$ cat src/rtl/uart_cmd_decoder.sv
// UART command decoder: receives bytes, echoes each one back on tx_o, and
// assembles multi-byte command frames into registered configuration outputs.
module uart_cmd_decoder #(
   parameter int SYS_CLK   = 50_000_000,
   parameter int BAUD_RATE = 115200,
   parameter int DATA_BITS = 8,
   parameter int STOP_BIT  = 1,
   parameter int DATA_BIT  = 32
) (
   input  logic                clk,
   input  logic                rst_n,
   input  logic                rx_i,
   output logic                tx_o,
   output logic                rx_done_tick_o,
   output logic [7:0]          rx_data_o,
   output logic                tx_done_tick_o,
   output logic [8:0]          amount_o,
   output logic [DATA_BIT-1:0] output_pattern_o,
   output logic [DATA_BIT-1:0] freq_pattern_o,
   output logic [7:0]          sel_out_o,
   output logic [1:0]          mode_o,
   output logic                enable_o,
   output logic                run_o,
   output logic                idle_o,
   output logic [7:0]          slow_period_o,
   output logic [7:0]          fast_period_o,
   output logic [7:0]          repeat_o,
   output logic [7:0]          cmd_o,
   output logic                done_tick_o
);

   localparam int DIVISOR    = (SYS_CLK + 8 * BAUD_RATE) / (16 * BAUD_RATE);
   localparam int DIV_W      = (DIVISOR > 1) ? $clog2(DIVISOR) : 1;
   localparam int PAT_BYTES  = DATA_BIT / 8;
   localparam int STOP_TICKS = 16 * STOP_BIT;

   localparam logic [7:0] CMD_DATA   = 8'h01;
   localparam logic [7:0] CMD_FREQ   = 8'h02;
   localparam logic [7:0] CMD_PERIOD = 8'h03;
   localparam logic [7:0] CMD_CTRL   = 8'h04;
   localparam logic [7:0] CMD_REPEAT = 8'h05;

   typedef enum logic [1:0] {RX_IDLE, RX_START, RX_DATA, RX_STOP} rx_state_t;
   typedef enum logic [1:0] {TX_IDLE, TX_START, TX_DATA, TX_STOP} tx_state_t;
   typedef enum logic [2:0] {IDLE, CHAN, AMT, PAT, ARG0, ARG1} dec_state_t;

   logic [DIV_W-1:0]    div_count;
   logic                tick;
   logic                rx_meta, rx_sync, rx_prev;
   rx_state_t           rx_state;
   logic [3:0]          rx_ticks, rx_bits;
   logic [7:0]          rx_shift;
   tx_state_t           tx_state;
   logic [7:0]          tx_ticks;
   logic [3:0]          tx_bits;
   logic [7:0]          tx_shift;
   dec_state_t          state;
   logic [7:0]          code, chan, arg0, amount;
   logic [8:0]          count;
   logic [DATA_BIT-1:0] work, placed;

   // Free-running 16x oversampling tick shared by receiver and transmitter
   always_ff @(posedge clk or posedge rst_n) begin
      if (rst_n) begin
         div_count <= '0;
         tick      <= 1'b0;
      end else if (div_count == DIV_W'(DIVISOR - 1)) begin
         div_count <= '0;
         tick      <= 1'b1;
      end else begin
         div_count <= div_count + DIV_W'(1);
         tick      <= 1'b0;
      end
   end

   // Two-flop synchronizer plus one history flop for start-edge detection
   always_ff @(posedge clk or posedge rst_n) begin
      if (rst_n) begin
         rx_meta <= 1'b1;
         rx_sync <= 1'b1;
         rx_prev <= 1'b1;
      end else begin
         rx_meta <= rx_i;
         rx_sync <= rx_meta;
         rx_prev <= rx_sync;
      end
   end

   // Receiver: confirm start at half bit, sample data mid-bit, deliver at mid-stop
   always_ff @(posedge clk or posedge rst_n) begin
      if (rst_n) begin
         rx_state       <= RX_IDLE;
         rx_ticks       <= '0;
         rx_bits        <= '0;
         rx_shift       <= '0;
         rx_data_o      <= '0;
         rx_done_tick_o <= 1'b0;
      end else begin
         rx_done_tick_o <= 1'b0;
         case (rx_state)
            RX_IDLE: begin
               if (rx_prev && !rx_sync) begin
                  rx_state <= RX_START;
                  rx_ticks <= '0;
               end
            end
            RX_START: begin
               if (tick) begin
                  if (rx_ticks == 4'd7) begin
                     rx_ticks <= '0;
                     rx_bits  <= '0;
                     rx_state <= rx_sync ? RX_IDLE : RX_DATA;
                  end else begin
                     rx_ticks <= rx_ticks + 4'd1;
                  end
               end
            end
            RX_DATA: begin
               if (tick) begin
                  if (rx_ticks == 4'd15) begin
                     rx_ticks <= '0;
                     rx_shift <= {rx_sync, rx_shift[7:1]};
                     if (rx_bits == 4'(DATA_BITS - 1)) rx_state <= RX_STOP;
                     else rx_bits <= rx_bits + 4'd1;
                  end else begin
                     rx_ticks <= rx_ticks + 4'd1;
                  end
               end
            end
            RX_STOP: begin
               if (tick) begin
                  if (rx_ticks == 4'd15) begin
                     rx_state       <= RX_IDLE;
                     rx_done_tick_o <= 1'b1;
                     rx_data_o      <= rx_shift;
                  end else begin
                     rx_ticks <= rx_ticks + 4'd1;
                  end
               end
            end
            default: rx_state <= RX_IDLE;
         endcase
      end
   end

   // Transmitter echoing each received byte; new requests while busy are dropped
   always_ff @(posedge clk or posedge rst_n) begin
      if (rst_n) begin
         tx_state       <= TX_IDLE;
         tx_ticks       <= '0;
         tx_bits        <= '0;
         tx_shift       <= '0;
         tx_o           <= 1'b1;
         tx_done_tick_o <= 1'b0;
      end else begin
         tx_done_tick_o <= 1'b0;
         case (tx_state)
            TX_IDLE: begin
               tx_o <= 1'b1;
               if (rx_done_tick_o) begin
                  tx_shift <= rx_data_o;
                  tx_o     <= 1'b0;
                  tx_ticks <= '0;
                  tx_state <= TX_START;
               end
            end
            TX_START: begin
               if (tick) begin
                  if (tx_ticks == 8'd15) begin
                     tx_ticks <= '0;
                     tx_bits  <= '0;
                     tx_o     <= tx_shift[0];
                     tx_state <= TX_DATA;
                  end else begin
                     tx_ticks <= tx_ticks + 8'd1;
                  end
               end
            end
            TX_DATA: begin
               if (tick) begin
                  if (tx_ticks == 8'd15) begin
                     tx_ticks <= '0;
                     tx_shift <= {1'b0, tx_shift[7:1]};
                     if (tx_bits == 4'(DATA_BITS - 1)) begin
                        tx_o     <= 1'b1;
                        tx_state <= TX_STOP;
                     end else begin
                        tx_o    <= tx_shift[1];
                        tx_bits <= tx_bits + 4'd1;
                     end
                  end else begin
                     tx_ticks <= tx_ticks + 8'd1;
                  end
               end
            end
            TX_STOP: begin
               if (tick) begin
                  if (tx_ticks == 8'(STOP_TICKS - 1)) begin
                     tx_state       <= TX_IDLE;
                     tx_done_tick_o <= 1'b1;
                  end else begin
                     tx_ticks <= tx_ticks + 8'd1;
                  end
               end
            end
            default: tx_state <= TX_IDLE;
         endcase
      end
   end

   // Working pattern with the current byte dropped into its slot; bytes past the width fall away
   always_comb begin
      placed = work;
      for (int i = 0; i < PAT_BYTES; i++) begin
         if (count == 9'(i)) placed[8*i +: 8] = rx_data_o;
      end
   end

   // Frame decoder: steps once per received byte and commits outputs on the final byte
   always_ff @(posedge clk or posedge rst_n) begin
      if (rst_n) begin
         state            <= IDLE;
         code             <= '0;
         chan             <= '0;
         arg0             <= '0;
         amount           <= '0;
         count            <= '0;
         work             <= '0;
         amount_o         <= '0;
         output_pattern_o <= '0;
         freq_pattern_o   <= '0;
         sel_out_o        <= '0;
         mode_o           <= '0;
         enable_o         <= 1'b0;
         run_o            <= 1'b0;
         idle_o           <= 1'b0;
         slow_period_o    <= '0;
         fast_period_o    <= '0;
         repeat_o         <= '0;
         cmd_o            <= '0;
         done_tick_o      <= 1'b0;
      end else begin
         done_tick_o <= 1'b0;
         run_o       <= 1'b0;
         if (rx_done_tick_o) begin
            case (state)
               IDLE: begin
                  code <= rx_data_o;
                  case (rx_data_o)
                     CMD_FREQ:                      state <= AMT;
                     CMD_DATA, CMD_REPEAT, CMD_CTRL: state <= CHAN;
                     CMD_PERIOD:                    state <= ARG0;
                     default:                       state <= IDLE;
                  endcase
               end
               CHAN: begin
                  chan  <= rx_data_o;
                  state <= (code == CMD_DATA) ? AMT : ARG1;
               end
               AMT: begin
                  amount <= rx_data_o;
                  count  <= '0;
                  work   <= '0;
                  state  <= PAT;
               end
               PAT: begin
                  work <= placed;
                  if (count == {1'b0, amount}) begin
                     done_tick_o <= 1'b1;
                     cmd_o       <= code;
                     amount_o    <= {1'b0, amount};
                     if (code == CMD_FREQ) begin
                        freq_pattern_o <= placed;
                     end else begin
                        output_pattern_o <= placed;
                        sel_out_o        <= chan;
                     end
                     state <= IDLE;
                  end else begin
                     count <= count + 9'd1;
                  end
               end
               ARG0: begin
                  arg0  <= rx_data_o;
                  state <= ARG1;
               end
               ARG1: begin
                  done_tick_o <= 1'b1;
                  cmd_o       <= code;
                  state       <= IDLE;
                  case (code)
                     CMD_PERIOD: begin
                        slow_period_o <= arg0;
                        fast_period_o <= rx_data_o;
                     end
                     CMD_REPEAT: begin
                        sel_out_o <= chan;
                        repeat_o  <= rx_data_o;
                     end
                     CMD_CTRL: begin
                        sel_out_o <= chan;
                        idle_o    <= rx_data_o[3];
                        mode_o    <= rx_data_o[2:1];
                        enable_o  <= rx_data_o[0];
                        run_o     <= rx_data_o[0];
                     end
                     default: ;
                  endcase
               end
               default: state <= IDLE;
            endcase
         end
      end
   end

endmodule

$ cat config.mk
export PLATFORM = sky130hd
export DESIGN_NAME = uart_cmd_decoder
export DESIGN_NICKNAME = d
export VERILOG_FILES = /design/src/rtl/uart_cmd_decoder.sv
export SDC_FILE = /design/constraint.sdc
export NUM_CORES = 1
export LEC_CHECK = 0
export CAP_MARGIN = 20
export CORE_MARGIN = 10
export CORE_UTILIZATION = 45
export CTS_CLUSTER_SIZE = 16
export DETAILED_ROUTE_END_ITERATION = 16
export PLACE_DENSITY = 0.75
export SETUP_SLACK_MARGIN = 0.2
export SYNTH_ARGS = -nofsm -noshare
export SYNTH_HDL_FRONTEND = slang
export SYNTH_SLANG_ARGS = --single-unit
$ cat constraint.sdc
create_clock -name clk -period 22.5 [get_ports clk]
set_clock_uncertainty 0.05 [all_clocks]
set_input_delay 4.5 -clock clk [delete_from_list [all_inputs] [get_ports clk]]
set_output_delay 4.5 -clock clk [all_outputs]
set_load 0.02 [all_outputs]
Word-level counts from Yosys, hierarchy flattened
Index checks and enable logic that the tools add are counted.

storage, ports and cells
  register bits = 254
  latch bits = 0
  memory bits (writable) = 0
  bits in read-only memories = 0
  input port bits = 3
  output and inout bits = 130
  word-level logic and storage cells = 227
  memories kept = 0

operators by class
  add/sub/neg operators = 6
  $mul = 0
  div/mod/pow operators = 0
  $lt $le $gt $ge = 0
  equal/unequal tests = 56
  shift operators = 0
  multiplexer cells = 87
  bitwise logic cells = 1
  reductions and logical operators = 40

operators with widths
  operator                                                         number
  8-bit 2-to-1 mux                                                 16
  4-bit 2-to-1 mux                                                 17
  32-bit one-hot mux with 2 select lines                           1
  2-bit != test, second input constant                             24
  8-bit one-hot mux with 2 select lines                            3
  2-bit 2-to-1 mux                                                 17
  8-bit by 2-bit == test with 1-bit output, second input constant  4
  8-bit by 3-bit == test with 1-bit output, second input constant  4
  8-bit one-hot mux with 3 select lines                            1
  3-bit AND reduction                                              8
  9-bit by 2-bit == test with 1-bit output, second input constant  2
  1-bit 2-to-1 mux                                                 18
  9-bit one-hot mux with 2 select lines                            1
  8-bit by 1-bit == test with 1-bit output, second input constant  2
  2-bit one-hot mux with 4 select lines                            2
  4-bit one-hot mux with 2 select lines                            2
  4-bit one-hot mux with 4 select lines                            1
  4-bit AND reduction                                              4
  8-bit AND reduction                                              2
  3-bit one-hot mux with 5 select lines                            1
  5-bit AND reduction                                              3
  4-bit by 1-bit adder with 4-bit output, second input constant    3
  4-bit by 3-bit == test with 1-bit output, second input constant  3
  2-bit AND reduction                                              6
  31 further kinds                                                 45

Depth between registers and ports, before layout
Gate-level depths: netlist of the first run.

  word-level depth = 5
  gate-level depth with buffers = 8
  mapped depth without buffers = 7

Worst setup path before layout of the first run
Ideal clock, no wire load.

  path type = reg2out
  start = register tx_o
  end = output port tx_o
  arrival time = 0.563 ns
  required time = 17.950 ns
  path slack = 17.387 ns
  stages on the path, launching flop included = 1
  path buffers = 0
  cells stage by stage = dfstp_2

RTL lines
  element                 RTL line  RTL
  start, declared         13        output logic tx_o,
  start signal, assigned  172       tx_o <= tx_shift[0];
  start signal, assigned  188       tx_o <= tx_shift[1];

No word-level cell between the ends.

Worst setup path in the final report of the first run
  start = register rx_data_o[0]
  end = output port rx_data_o[0]

RTL lines
  element                 RTL line  RTL
  start, declared         15        output logic [7:0] rx_data_o,
  start signal, assigned  135       rx_data_o <= rx_shift;

No word-level cell between the ends.

==> impl_metrics.tcl, run 1 <==
set metrics [dict create \
    status "complete, no violations" \
    postRouteWirelength_um 25710 \
    hold_buffers 0 \
    syn-mean-instance-area_um2 13.13 \
    reg2reg_slack_ps 19700 \
    fp.dieH_um 177.4 \
    worst_ir_drop_vdd_mv 0.04849 \
    synth.distinct_cells 65 \
    maxSlewHeadroom_pct 26.19 \
    timing.final.crit_share_pct 30.23 \
    worst_slew_pin_slew_ps 1099 \
    p_per_area_nw_per_um2 69.38 \
    vias_per_cell 5.562 \
    drive_gt1_share_pct 28.13 \
    cts_tree "yes" \
    vias 7319 \
    cts_root_buffer "clkbuf_16" \
    ant_nets 0 \
    maxSlewViolCount 0 \
    reg2regPathDepth 6 \
    cts_sinks 254 \
    syn_area_um2 11150 \
    cts_max_level 1 \
    r2r_end "output_pattern_o[15]$_DFFE_PP0P_" \
    grt_pass1_wl_um 41140 \
    portBuffers 131 \
    period_minus_slack_ps 6802 \
    synth_ff_type "dfrtp_1" \
    clockBufferDepth 3 \
    fillers 2009 \
    initial_core_util_pct 45.84 \
    postCtsSetupBuffers 0 \
    syn-instance-count 849 \
    num_antenna_cells 0 \
    crit_buf_inv 1 \
    row_count 57 \
    ctsResizeCount 0 \
    synth_edf_count 0 \
    cts-buffers-inserted 26 \
    final_hold_viol_count 0 \
    antenna_found_initial 0 \
    rsz0062_at_grt "no" \
    synth_top_family_by_area "multiplexers" \
    p_leak_uw 0.006371 \
    crit_chain "clkdlybuf4s50_1" \
    synthMuxAreaShare_pct 21.45 \
    fin_nets 989 \
    r2r_start "count[4]$_DFFE_PP0P_" \
    area_growth_pct 22.71 \
    holdPathStages 0 \
    finalSetupViolCount 0 \
    cp_slowest_cell "dfrtp_1" \
    cap_violations 0 \
    grt_pass1_vias 7413 \
    globalplace.congestion 0.8164 \
    critPathLaunchType "register" \
    crit_path_end_kind "primary output" \
    final_core_util_pct 56.24 \
    coreArea_um2 24320 \
    crit_fanout 19 \
    synth-seq-cells 254 \
    drc 0 \
    async_flop_share_pct 100.0 \
    grt_max_degree 124 \
    slowest_delay_ps 960 \
    seq_area_frac_synth_pct 57.07 \
    synth_xor_area_share_pct 0.7857 \
    syn_nets 866 \
    hold_start "rx_meta$_DFF_PP1_" \
    synth_compound_area_share_pct 8.800 \
    synthAdderAreaFrac_pct 1.571 \
    timing.fmax_ghz 0.1470 \
    dieArea_um2 31470 \
    hp-class "reg2reg" \
    grt_use_total_pct 16.07 \
    path_class "reg2out" \
    clk_latency_ps 540 \
    yosysWarnings 0 \
    avgRoutedWirePerCell_um 19.53 \
    clkSlewWorstSetupHoldPaths_ps 60 \
    fin_tns_setup_ps 0 \
    critPathTopFamily "flip-flops" \
    synth_simple_gate_area_share_pct 7.700 \
    crit_required_ps 17950 \
    top_level_ports 133 \
    dr.pass1.iters 4 \
    gr-total-overflow 0 \
    fp.dieW_um 177.4 \
    dp_hpwl_um 16800 \
    worstHoldEndpoint "rx_sync$_DFF_PP1_" \
    drt-initial-drc-count 487 \
    worstPathArrival_ps 2250 \
]
==> per-layer routing <==
layer / GRT usage, % / routed length [um] / up-vias
met2: 25.99 / 12080 / 172
met3: 4.505 / 1689 / 34
met4: 3.473 / 404 / 0
li1: - / - / 3338
met5: 0 / 0 / -
met1: 21.14 / 11530 / 3775
==> cells by family (layout without fill, tap and decap cells) <==
logic type	Yosys count	in the layout
flops	254	254
mux	209	209
simple gates	157	157
compound gates	136	136
buf+inv	68	211
fa+ha+maj	14	14
xor+xnor	10	10
other cells	1	1
==> report_power, final <==
group | switching [uW] | total (uW) | internal, uW | leakage (uW)
logic | 19.2 | 31.2 | 12.0 | 0.00241
registers | 7.65 | 469 | 461 | 0.00352
clock network | 178 | 449 | 271 | 0.000442
==> how the worst max path moves through the flow <==
stage                                   end  slack [ps]                     start  cells past startpoint
3_3_place_gp            arg0[3]$_DFFE_PP0P_       15760                     rst_n                      3
2_1_floorplan    asynchronous set/reset pin       10970                     rst_n                      1
5_1_grt                        rx_data_o[0]       15660  rx_data_o[0]$_DFFE_PP0P_                      1
4_1_cts                        rx_data_o[2]       15700  rx_data_o[2]$_DFFE_PP0P_                      1
3_5_place_dp   slow_period_o[3]$_DFFE_PP0P_       15720                     rst_n                      3
6_report                       rx_data_o[0]       15700  rx_data_o[0]$_DFFE_PP0P_                      1
==> placed cells by master, fill, tap and decap left out, types with 4 or more instances in the layout <==
cell,n
dfstp_2,4
and3_1,7
a21o_1,5
and3_2,4
mux2_4,14
a21oi_1,22
nand2_4,4
nor2b_1,4
nand4_1,4
mux2_2,183
or3_1,4
ha_1,14
nand2_1,32
nand3_1,19
nor2_1,36
nor4_1,6
clkbuf_8,7
a31oi_1,5
xnor2_1,8
mux2i_1,12
o21ai_0,24
nor3_1,11
or4_1,5
buf_4,13
a22o_1,40
clkbuf_1,5
a211oi_1,5
a32oi_1,4
clkbuf_16,26
clkdlybuf4s50_1,131
nand3b_1,5
dfrtp_1,250
inv_1,17
==> synthesized netlist by cell type, types with 5 or more instances <==
library cell	count	area [um^2]
dfrtp_1	250	6256
mux2_2	183	2061
a22o_1	40	350.3
nor2_1	36	135.1
clkbuf_1	33	123.9
nand2_1	32	120.1
o21ai_0	24	120.1
a21oi_1	22	110.1
nand3_1	19	95.09
inv_1	18	67.56
ha_1	14	175.2
mux2_4	14	210.2
mux2i_1	12	120.1
nor3_1	11	55.05
buf_2	9	45.04
xnor2_1	8	70.07
and3_1	7	43.79
nor4_1	7	43.79
a211oi_1	5	37.54
a21o_1	5	37.54
a31oi_1	5	31.28
nand3b_1	5	37.54
or4_1	5	37.54
==> per-stage QoR <==
step	hold WS (ps)	instance area [um^2]	std cells	setup slack, ps	total power [uW]
after floorplan	295.2	11150	849	10970	501.7
after global placement	309.1	12760	1267	15760	507.7
after detailed placement	311.9	12760	1267	15720	509.0
after CTS	320.1	13670	1315	15700	959.0
after global routing	319.4	13680	1316	15660	982.4
final	320.9	13680	1316	15700	949.0
==> state kept, by name (all words and copies together), names as in the netlist, 3 cells and up, named ones only <==
name and flops:
rx_data_o 8, repeat_o 8, tx_shift 8, tx_bits 4, count 9, rx_bits 4, output_pattern_o 32, fast_period_o 8
slow_period_o 8, amount_o 8, tx_ticks 8, rx_shift 8, work 32, state 3, chan 8, sel_out_o 8
cmd_o 8, rx_ticks 4, amount 8, arg0 8, freq_pattern_o 32, code 8, div_count 5
==> worst register-to-register path, stage by stage (launching register included) <==
cell	delay, ps
dfrtp_1	480
xor2_1	190
a211o_1	320
or3_1	510
nor3_4	200
buf_4	500
mux2_2	430
==> layout make-up <==
type / instances / area, um^2 / share of cell area [%]
Clock buffer: 38 / 765.7 / 5.598
Sequential cell: 254 / 6361 / 46.51
Clock inverter: 10 / 145.1 / 1.061
Timing Repair Buffer: 145 / 1416 / 10.35
Multi-Input combinational cell: 527 / 4509 / 32.97
Inverter: 18 / 75.07 / 0.5488
Tap cell: 324 / 405.4 / 2.964
Note: power is estimated with default switching activity, not from simulation.
==> run 2: changes to the inputs <==
--- a/config.mk
+++ b/config.mk
@@ -10,7 +10,7 @@
 export CORE_UTILIZATION = 45
 export CTS_CLUSTER_SIZE = 16
 export DETAILED_ROUTE_END_ITERATION = 16
-export PLACE_DENSITY = 0.75
+export PLACE_DENSITY = 0.77
 export SETUP_SLACK_MARGIN = 0.2
 export SYNTH_ARGS = -nofsm -noshare
 export SYNTH_HDL_FRONTEND = slang
==> constraint.sdc (replaced) <==
create_clock -name clk -period 6.05 [get_ports clk]
set_clock_uncertainty 0.05 [all_clocks]
set_input_delay 1.21 -clock clk [delete_from_list [all_inputs] [get_ports clk]]
set_output_delay 1.21 -clock clk [all_outputs]
set_load 0.02 [all_outputs]
==> impl_metrics.tcl, run 2 (synthesis gave the netlist of run 1 again) <==
set metrics [dict create \
    status "complete, no violations" \
    grt_use_total_pct 16.40 \
    dp_slack_ps 3176 \
    crit_fanout 20 \
    grt_max_degree 192 \
    hold_buffers 0 \
    postRouteWirelength_um 26110 \
    final_hold_viol_count 0 \
    p_int_uw 2665 \
    num_antenna_cells 0 \
    path_class "reg2out" \
    portBuffers 131 \
    period_minus_slack_ps 3450 \
    dp_hpwl_um 16910 \
    cts_root_buffer "clkbuf_16" \
    critPathTopFamily "flip-flops" \
    dpl_cell_area_um2 12790 \
    worstPathArrival_ps 2190 \
    final_common_cell "dfrtp_1" \
    area_growth_pct 22.03 \
    stdcell_area_um2 13600 \
    slowest_delay_ps 920 \
    cts-buffers-inserted 27 \
    globalplace.congestion 0.8717 \
    critPathLaunchType "register" \
    avgRoutedWirePerCell_um 19.87 \
    drc 0 \
    maxSlewHeadroom_pct 28.02 \
    switching_share_pct 21.53 \
    coreArea_um2 24320 \
    ant_nets 0 \
    worst_ir_drop_vdd_mv 0.1701 \
    ctsResizeCount 0 \
    finalSetupViolCount 0 \
    cp-startpoint "rx_data_o[1]$_DFFE_PP0P_" \
    vias_per_cell 5.571 \
    fillers 2002 \
    dr.pass1.iters 7 \
    grt_pass1_wl_um 41870 \
    rsz0062_at_grt "no" \
    layout_common_cells "dfrtp_1, mux2_2, clkdlybuf4s50_1" \
    postCtsSetupBuffers 0 \
    worst_slack_ps 2600 \
    drive_gt1_share_pct 27.78 \
    hp-class "reg2reg" \
    p_switching_uw 731.0 \
    crit_path_end_kind "primary output" \
    worst_slew_pin_slew_ps 1080 \
    dieArea_um2 31470 \
    fin_nets 992 \
    top_level_ports 133 \
    maxSlewViolCount 0 \
    fin_tns_setup_ps 0 \
    grt_pass1_vias 7591 \
    final_core_util_pct 55.93 \
    drt-initial-drc-count 431 \
    fp.dieW_um 177.4 \
    finalPower_uw 3396 \
    crit_chain "clkdlybuf4s50_1" \
    clk_latency_ps 530 \
    cts_tree "yes" \
    cts_max_level 1 \
    combPwrFrac_pct 3.5 \
    crit_required_ps 4790 \
    fp.dieH_um 177.4 \
    gr-total-overflow 0 \
    r2r_start "state[0]$_DFFE_PP0P_" \
    clkPwrFrac_pct 45.2 \
    row_count 57 \
    antenna_found_initial 0 \
    vias 7320 \
    reg_top3 "freq_pattern_o (32), output_pattern_o (32), work (32)" \
    hold_start "rx_meta$_DFF_PP1_" \
    cp_slowest_cell "dfrtp_1" \
    p_per_area_nw_per_um2 249.6 \
    cts_sinks 254 \
    cap_violations 0 \
    p_leak_uw 0.006342 \
    clkSlewWorstSetupHoldPaths_ps 60 \
    timing.fmax_ghz 0.2898 \
    initial_core_util_pct 45.84 \
    crit_buf_inv 1 \
    clockBufferDepth 3 \
    timing.final.crit_share_pct 57.03 \
    p_seq_share_pct 51.4 \
]
-- run 2: cell types whose count changed in the layout (fill, tap and decap cells not counted), moves of 2 or more --
cell and change:
buf_4 +2, bufinv_16 -2, clkinv_2 +2, clkbuf_8 -3, clkbuf_1 +2
-- run 2: final timing paths --
kind	to	slack (ps)	cells after the start
min	rx_sync$_DFF_PP1_	320	0
max	rx_data_o[1]	2600	1
max in group asynchronous	freq_pattern_o[9]$_DFFE_PP0P_	3880	3
max reg2reg	freq_pattern_o[17]$_DFFE_PP0P_	3230	6
min reg2reg	rx_sync$_DFF_PP1_	320	0
min in group asynchronous	done_tick_o$_DFF_PP0_	1230	3
-- run 2: per-stage QoR --
stage          hold slack, ps  cells
3_3_place_gp            304.6   1269
5_1_grt                 313.4   1314
3_5_place_dp            297.8   1270
6_report                316.9   1314
4_1_cts                 317.3   1314
2_1_floorplan           295.2    849
-- run 2: metal layers --
metal  routed length [um]  vias up  global-route usage [%]
met3                 2105       38                   4.781
li1                     -     3354                       -
met2                12210      212                   26.60
met4                  433        0                   3.230
met5                    0        -                       0
met1                11360     3716                   21.51
-- run 2: area by class of cell --
class / count / area [um^2] / share of cell area, %
clock buffer: 38 / 757.0 / 5.565
multi-input combinational: 527 / 4509 / 33.15
clock inverter: 6 / 55.05 / 0.4047
inverter: 18 / 71.32 / 0.5243
timing repair buffer: 147 / 1444 / 10.61
sequential: 254 / 6361 / 46.76
tap: 324 / 405.4 / 2.980
-- run 2: power groups by stage --
stage                     registers [uW]  clock network, uW  logic [uW]
after floorplan                     1760                  0         107
after global placement              1770                  0         117
after detailed placement            1770                  0         121
after CTS                           1740               1570         121
after global routing                1750               1640         134
final                               1740               1530         118
